File: src/rtl/symbol_decoder_pkg.sv
// symbol_decoder_pkg: shared widths and elaboration helpers for the symbol encoder/decoder pair
package symbol_decoder_pkg;
    localparam int DEF_DIM0_WIDTH   = 2;
    localparam int DEF_DIM1_WIDTH   = 2;
    localparam int DEF_DIM2_WIDTH   = 1;
    localparam int DEF_BITS_WIDTH   = DEF_DIM0_WIDTH + DEF_DIM1_WIDTH + DEF_DIM2_WIDTH;
    localparam int DEF_SAMPLE_WIDTH = 8;
    localparam int DEF_LOG2_OSR     = 2;
    function automatic bit widths_ok(input int bits, input int d0, input int d1, input int d2);
        return bits == d0 + d1 + d2;
    endfunction
    function automatic int cnt_width(input int log2_osr);
        return log2_osr > 0 ? log2_osr : 1;
    endfunction
endpackage

File: src/rtl/symbol_decoder_acc.sv
// symbol_decoder_acc: per-dimension accumulate-and-dump integrator with hard slicer
module symbol_decoder_acc
    import symbol_decoder_pkg::*;
#(
    parameter int SAMPLE_WIDTH = DEF_SAMPLE_WIDTH,
    parameter int LOG2_OSR     = DEF_LOG2_OSR,
    parameter int LEVEL_WIDTH  = DEF_DIM0_WIDTH
) (
    input  logic                    clk,
    input  logic                    rst,
    input  logic [SAMPLE_WIDTH-1:0] sample,
    input  logic                    accept,
    input  logic                    restart,
    input  logic                    done,
    output logic [LEVEL_WIDTH-1:0]  level
);
    localparam int AW = SAMPLE_WIDTH + LOG2_OSR;
    logic [AW-1:0] acc;
    logic [AW-1:0] sum;
    assign sum   = (restart ? '0 : acc) + AW'(sample);
    assign level = sum[AW-1 -: LEVEL_WIDTH];
    // cleared on completion so the next symbol starts fresh even without sym_start
    always_ff @(posedge clk) begin
        if (rst)
            acc <= '0;
        else if (accept)
            acc <= done ? '0 : sum;
    end
endmodule

File: src/rtl/symbol_decoder.sv
// symbol_decoder: integrates oversampled 3-D samples, slices levels and presents the data word
module symbol_decoder
    import symbol_decoder_pkg::*;
#(
    parameter int BITS_WIDTH   = DEF_BITS_WIDTH,
    parameter int DIM0_WIDTH   = DEF_DIM0_WIDTH,
    parameter int DIM1_WIDTH   = DEF_DIM1_WIDTH,
    parameter int DIM2_WIDTH   = DEF_DIM2_WIDTH,
    parameter int SAMPLE_WIDTH = DEF_SAMPLE_WIDTH,
    parameter int LOG2_OSR     = DEF_LOG2_OSR
) (
    input  logic                    clk,
    input  logic                    rst,
    input  logic                    s_valid,
    input  logic                    sym_start,
    input  logic [SAMPLE_WIDTH-1:0] y0,
    input  logic [SAMPLE_WIDTH-1:0] y1,
    input  logic [SAMPLE_WIDTH-1:0] y2,
    output logic [BITS_WIDTH-1:0]   data,
    output logic                    data_valid,
    input  logic                    data_ready,
    input  logic                    clr_flags,
    output logic                    overrun,
    output logic                    align_err
);
    localparam int OSR = 1 << LOG2_OSR;
    localparam int CW  = cnt_width(LOG2_OSR);
    if (!widths_ok(BITS_WIDTH, DIM0_WIDTH, DIM1_WIDTH, DIM2_WIDTH)) begin : g_width_check
        $error("BITS_WIDTH must equal DIM0_WIDTH+DIM1_WIDTH+DIM2_WIDTH");
    end
    logic [CW-1:0]         cnt;
    logic                  last;
    logic                  done;
    logic                  take;
    logic                  drop;
    logic                  misalign;
    logic [DIM0_WIDTH-1:0] x0;
    logic [DIM1_WIDTH-1:0] x1;
    logic [DIM2_WIDTH-1:0] x2;
    assign last     = cnt == CW'(OSR - 1);
    assign done     = s_valid && (sym_start ? LOG2_OSR == 0 : last);
    assign take     = done && (!data_valid || data_ready);
    assign drop     = done && data_valid && !data_ready;
    assign misalign = s_valid && sym_start && cnt != '0;
    symbol_decoder_acc #(.SAMPLE_WIDTH(SAMPLE_WIDTH), .LOG2_OSR(LOG2_OSR), .LEVEL_WIDTH(DIM0_WIDTH)) u_acc0 (
        .clk(clk), .rst(rst), .sample(y0), .accept(s_valid), .restart(sym_start), .done(done), .level(x0)
    );
    symbol_decoder_acc #(.SAMPLE_WIDTH(SAMPLE_WIDTH), .LOG2_OSR(LOG2_OSR), .LEVEL_WIDTH(DIM1_WIDTH)) u_acc1 (
        .clk(clk), .rst(rst), .sample(y1), .accept(s_valid), .restart(sym_start), .done(done), .level(x1)
    );
    symbol_decoder_acc #(.SAMPLE_WIDTH(SAMPLE_WIDTH), .LOG2_OSR(LOG2_OSR), .LEVEL_WIDTH(DIM2_WIDTH)) u_acc2 (
        .clk(clk), .rst(rst), .sample(y2), .accept(s_valid), .restart(sym_start), .done(done), .level(x2)
    );
    always_ff @(posedge clk) begin
        if (rst)
            cnt <= '0;
        else if (s_valid)
            cnt <= sym_start ? CW'(OSR > 1) : (last ? '0 : cnt + 1'b1);
    end
    always_ff @(posedge clk) begin
        if (rst) begin
            data       <= '0;
            data_valid <= 1'b0;
            overrun    <= 1'b0;
            align_err  <= 1'b0;
        end else begin
            if (take)
                data <= {x2, x1, x0};
            data_valid <= take || (data_valid && !data_ready);
            overrun    <= drop || (overrun && !clr_flags);
            align_err  <= misalign || (align_err && !clr_flags);
        end
    end
endmodule

File: config.mk
export PLATFORM = sky130hd
export DESIGN_NAME = symbol_decoder
export DESIGN_NICKNAME = d
export VERILOG_FILES = /design/src/rtl/symbol_decoder_pkg.sv /design/src/rtl/symbol_decoder_acc.sv /design/src/rtl/symbol_decoder.sv
export SDC_FILE = /design/constraint.sdc
export NUM_CORES = 1
export LEC_CHECK = 0
export BUFFER_PORTS_ARGS = -buffer_cell sky130_fd_sc_hd__buf_4
export CAP_MARGIN = 20
export CORE_ASPECT_RATIO = 1.1
export CORE_MARGIN = 8
export CORE_UTILIZATION = 24
export DETAILED_ROUTE_END_ITERATION = 10
export PLACE_DENSITY_LB_ADDON = 0.1
export SYNTH_ARGS = -nofsm -noshare
export SYNTH_HDL_FRONTEND = slang
export SYNTH_SLANG_ARGS = --single-unit
export TNS_END_PERCENT = 100
File: constraint.sdc
create_clock -name clk -period 6 [get_ports clk]
set_input_delay 0.3 -clock clk [delete_from_list [all_inputs] [get_ports clk]]
set_output_delay 0.3 -clock clk [all_outputs]
set_load 0.02 [all_outputs]
---- Word level (Yosys, flattened, before mapping) ----
Cells that the tools add are included.
storage, ports and cells
  word-level logic and storage cells ...... 39
  register bits ........................... 40
  bits of input ports ..................... 30
  output and inout port bits .............. 8
operators by class
  add/sub/neg operators ................... 4
  equality and inequality tests ........... 1
  reductions and logical operators ........ 17
  multiplexer cells ....................... 9
operators by type and width
  cell                   number
  $mux W10               6
  $add A10 B8 Y10        3
  $logic_and A1 B1 Y1    9
  $logic_or A1 B1 Y1     4
  $mux W2                2
  $logic_not A1 Y1       3
  $add A2 B1 Y2 const B  1
  $eq A2 B2 Y1 const B   1
  $reduce_bool A2 Y1     1
  $mux W1                1

---- Logic depth before layout (Yosys ltp) ----
  depth after elaboration ................. 6
  mapped depth ............................ 10
  depth with buffers taken out ............ 8

---- By module ----
Synthesis repeated with hierarchy kept, for this count alone.
unflattened totals
  cells, all modules ...................... 351
  area, all modules ....................... 2,907.8 um^2
by module, submodules not included
  module                           area each (um^2)  instances  seq. area each (um^2)  cells each
  symbol_decoder_acc (u_acc0 ...)  847.1             2          200.2                  103
  symbol_decoder_acc (u_acc2)      774.5             1          200.2                  96
  symbol_decoder                   439.2             1          200.2                  49

---- Worst setup path before layout ----
OpenSTA, ideal clock, no wires.
  kind .................................... in2reg
  from .................................... in sym_start
  to ...................................... reg u_acc0.acc[8]
  data required time ...................... 5.926 ns
  arrival time ............................ 2.269 ns
  path slack .............................. 3.657 ns
  library setup time ...................... 0.074 ns
  path buffers ............................ 2
  stages on the path ...................... 10
  cells stage by stage .................... buf_4 > clkbuf_1 > nor2b_1 > ha_1 > fa_1 > a21o_1 > a221oi_2 > a21oi_1 > nand3b_1 > a31oi_1
between the ends
  longest elaborated chain between the ends .. 3
  elaborated cells on any way between the ends .. 5
  classes of those cells .................. 1 x add/sub; 3 x mux; 1 x reduce/logical
ends and longest elaborated chain
  what                                                    RTL line                                        source
  from (decl)                                             symbol_decoder.sv:15                            input logic sym_start,
  $mux W10 or $mux W1 (tied branches)                     symbol_decoder_acc.sv:20, symbol_decoder.sv:41
  $add A10 B8 Y10 or $logic_and A1 B1 Y1 (tied branches)  symbol_decoder_acc.sv:20, symbol_decoder.sv:41
  $mux W10 *                                              symbol_decoder_acc.sv:27                        acc <= done ? '0 : sum;
  to (signal assigned)                                    symbol_decoder_acc.sv:27
  to (decl)                                               symbol_decoder_acc.sv:18                        logic [AW-1:0] acc;
Mark *: on every way between the ends. The rest lies on a longest branch, timed or not.
A chain may end at the register's enable or synchronous reset.

---- Worst setup path after layout ----
Same ends and word-level chain as after synthesis.

==> metrics.md <==
| Metric | Value |
|---|---|
| Number of synthesized flops with an enable pin | `0` |
| Setup TNS | `0 ns` |
| Worst vdd ir | `93.0 uV` |
| Status | `finished clean` |
| Wirelength, routed | `8.51 mm` |
| Fill count | `1,290` |
| CTS tree | `yes` |
| # hold bufs at CTS | `0` |
| Slew Limit Fails | `0` |
| Hold_ws | `0.290 ns` |
| Sequential share of power | `37.0%` |
| Layout cells sized above 1 | `15.1%` |
| Overall Global Routing Usage | `11.2%` |
| Core Region | `0.0118 mm^2` |
| DP HPWL | `5.94 mm` |
| Clk buf depth | `2` |
| Synth Flop Type | `dfxtp_1` |
| Crit path required time | `6.22 ns` |
| Post-DRT Antenna Nets | `0` |
| P_leak | `0.00145 uW` |
| Endpoints failing hold | `0` |
| Fmax | `449 MHz` |
| Relative slew margins | `50.8%` |
| Yosys synthesis warning count | `0` |
| Ports | `38` |
| Syn_area_per_cell | `8.09 um^2` |
| Sw Ratio | `27.2%` |
| Port Buffers | `37` |
| Tcrit/Tclk final | `37.1%` |
| Measured slew at the worst slew-check pin | `0.732 ns` |
| Post-synth ARST share | `0%` |
| Final min period | `2.23 ns` |
| Site row count | `42` |
| CP startpoint kind | `input port` |
| Area Overhead vs Synth | `20.7%` |
| Max-Cap Viols | `0` |
| Design area | `0.00346 mm^2` |
| Die width | `120 um` |
| Seq/Total Area, Yosys | `28.0%` |
| Dpl cell area | `0.00327 mm^2` |
| Combinational share of power | `18.9%` |
| Remaining global-route overflow | `0` |
| DRC Markers | `0` |
| Vias in the first global route | `2,603` |
| DR vias | `2,592` |
| CTS clk-pin slew, worst paths | `0.07 ns` |
| Total clock sinks | `40` |
| DR pass1 iterations | `4` |
| Synthesized area | `0.00286 mm^2` |
| Worst-skew pair later-pin latency | `0.29 ns` |
| Cell taking the most area after synthesis | `dfxtp_1` |
| Setup Fix Bufs, Post-CTS | `0` |
| Iter 0 DRT Violations | `99` |
| Crit Path Class | `input port to register` |
| Clock share of power | `44.1%` |
| Pin count of the biggest net entering global routing | `40` |
| Synth area leaders | `dfxtp_1, ha_1, a21oi_1` |
| HP Class | `input port to register` |
| Synth unique cells | `55` |
| DIE AREA | `0.0157 mm^2` |
| RSZ-0062 raised after global routing | `no` |
| ANT cells | `0` |
| CTS resizes | `0` |
| Worst-path fanout max | `37` |
| WL per Instance | `15.8 um` |
| Initial antenna violation count | `0` |
| Nets | `442` |
| Crit path DAT | `2.45 ns` |
| Power Dens Cells | `224 mW/mm^2` |
| Setup Skew | `0.00813 ns` |
| CTS H-tree lvls | `2` |
| Routed vias/inst | `4.82` |
| Commonest cells post-synth | `dfxtp_1, a21oi_1, nand2_1, nor2_1, ha_1` |
| Pint | `565 uW` |
| DIE HEIGHT | `131 um` |
| Root buf cell | `clkbuf_16` |
| Gp weighted congestion | `0.760` |
| CP Capture Type | `register` |
| Top cell type's share of synthesized area | `28.0%` |
| Initial core utilization | `24.2%` |
| Syn Nets | `413` |
| First-pass GRT wire length | `13.8 mm` |
| Most common cell in the synthesized netlist | `dfxtp_1` |
| Switching power total | `211 uW` |
| Cells after synthesis | `354` |
| Num CTS Buffers | `5` |
| Setup-failing EPs final | `0` |
| Synth Register Bits | `40` |
-- critical path: stages --
cell      delay, ns
buf_4          0.38
nor2b_1        0.10
ha_1           0.22
fa_1           0.41
a21o_1         0.22
a221oi_2       0.29
a21oi_1        0.16
nand3b_1       0.18
a31oi_1        0.17
-- cell usage in the layout, fill, tap and decap left out, drive strengths merged, types with 8 or more instances in the layout --
cell type,instances
nor2,28
nand3,11
buf,38
a21oi,39
o21ai,13
nand2,37
a21o,9
dfxtp,40
ha,26
nor2b,23
xnor2,8
inv,12
-- power groups by stage --
stage | Combinational, uW | Clock, uW | Sequential (uW)
after global routing | 166 | 360 | 288
after floorplan | 105 | 0 | 292
after CTS | 149 | 352 | 287
after detailed placement | 148 | 0 | 293
final | 147 | 342 | 287
after global placement | 149 | 0 | 293
-- sequential cells by signal, indices dropped and copies added (netlist names) --
register and count:
overrun 1, align_err 1, u_acc0.acc 10, cnt 2, u_acc1.acc 10, u_acc2.acc 10, data_valid 1, data 5
-- per-layer routing --
layer	track usage, %	routed length (um)
met5	0	0
met4	3.75	117
met2	19.3	4060
met3	2.36	258
met1	13.6	4070
-- logic make-up after synthesis --
group                    count (synthesis)  synth area share (%)
multiplexers                             2                 0.699
buffers and inverters                   29                  4.06
adder cells (fa/ha/maj)                 29                  13.5
AO/OA/AOI/OAI                          105                  25.5
AND/OR/NAND/NOR                        136                  24.4
XOR/XNOR                                13                  3.98
flip-flops                              40                  28.0
-- layout make-up --
| cell class | count | area, um^2 | area share, % |
|---|---|---|---|
| clock buffer | 7 | 153 | 4.42 |
| timing repair buffer | 38 | 285 | 8.25 |
| multi-input combinational | 285 | 1950 | 56.3 |
| sequential | 40 | 801 | 23.2 |
| inverter | 13 | 48.8 | 1.41 |
| tap | 154 | 193 | 5.57 |
| clock inverter | 1 | 30.0 | 0.869 |
-- per-stage QoR --
step / total power (uW) / cells / setup WS, ns / utilization [%]
6_report: 776 / 538 / 3.77 / 29.2
5_1_grt: 814 / 538 / 3.54 / 29.2
4_1_cts: 788 / 538 / 3.76 / 29.2
3_5_place_dp: 441 / 530 / 3.45 / 27.7
3_3_place_gp: 442 / 530 / 3.47 / 27.7
2_1_floorplan: 397 / 354 / 3.66 / -
-- worst paths after layout --
| check | startpoint | to | slack [ns] | cells after the start |
|---|---|---|---|---|
| max | sym_start | u_acc0.acc[8]$_SDFFE_PP0P_ | 3.77 | 9 |
| min | clr_flags | align_err$_SDFF_PP0_ | 0.29 | 3 |
| max reg2reg | cnt[0]$_SDFFE_PP0P_ | data[2]$_SDFFE_PP0P_ | 3.80 | 6 |
| min reg2reg | u_acc2.acc[0]$_SDFFE_PP0P_ | u_acc2.acc[0]$_SDFFE_PP0P_ | 0.45 | 2 |
(Power assumes the default switching activity.)
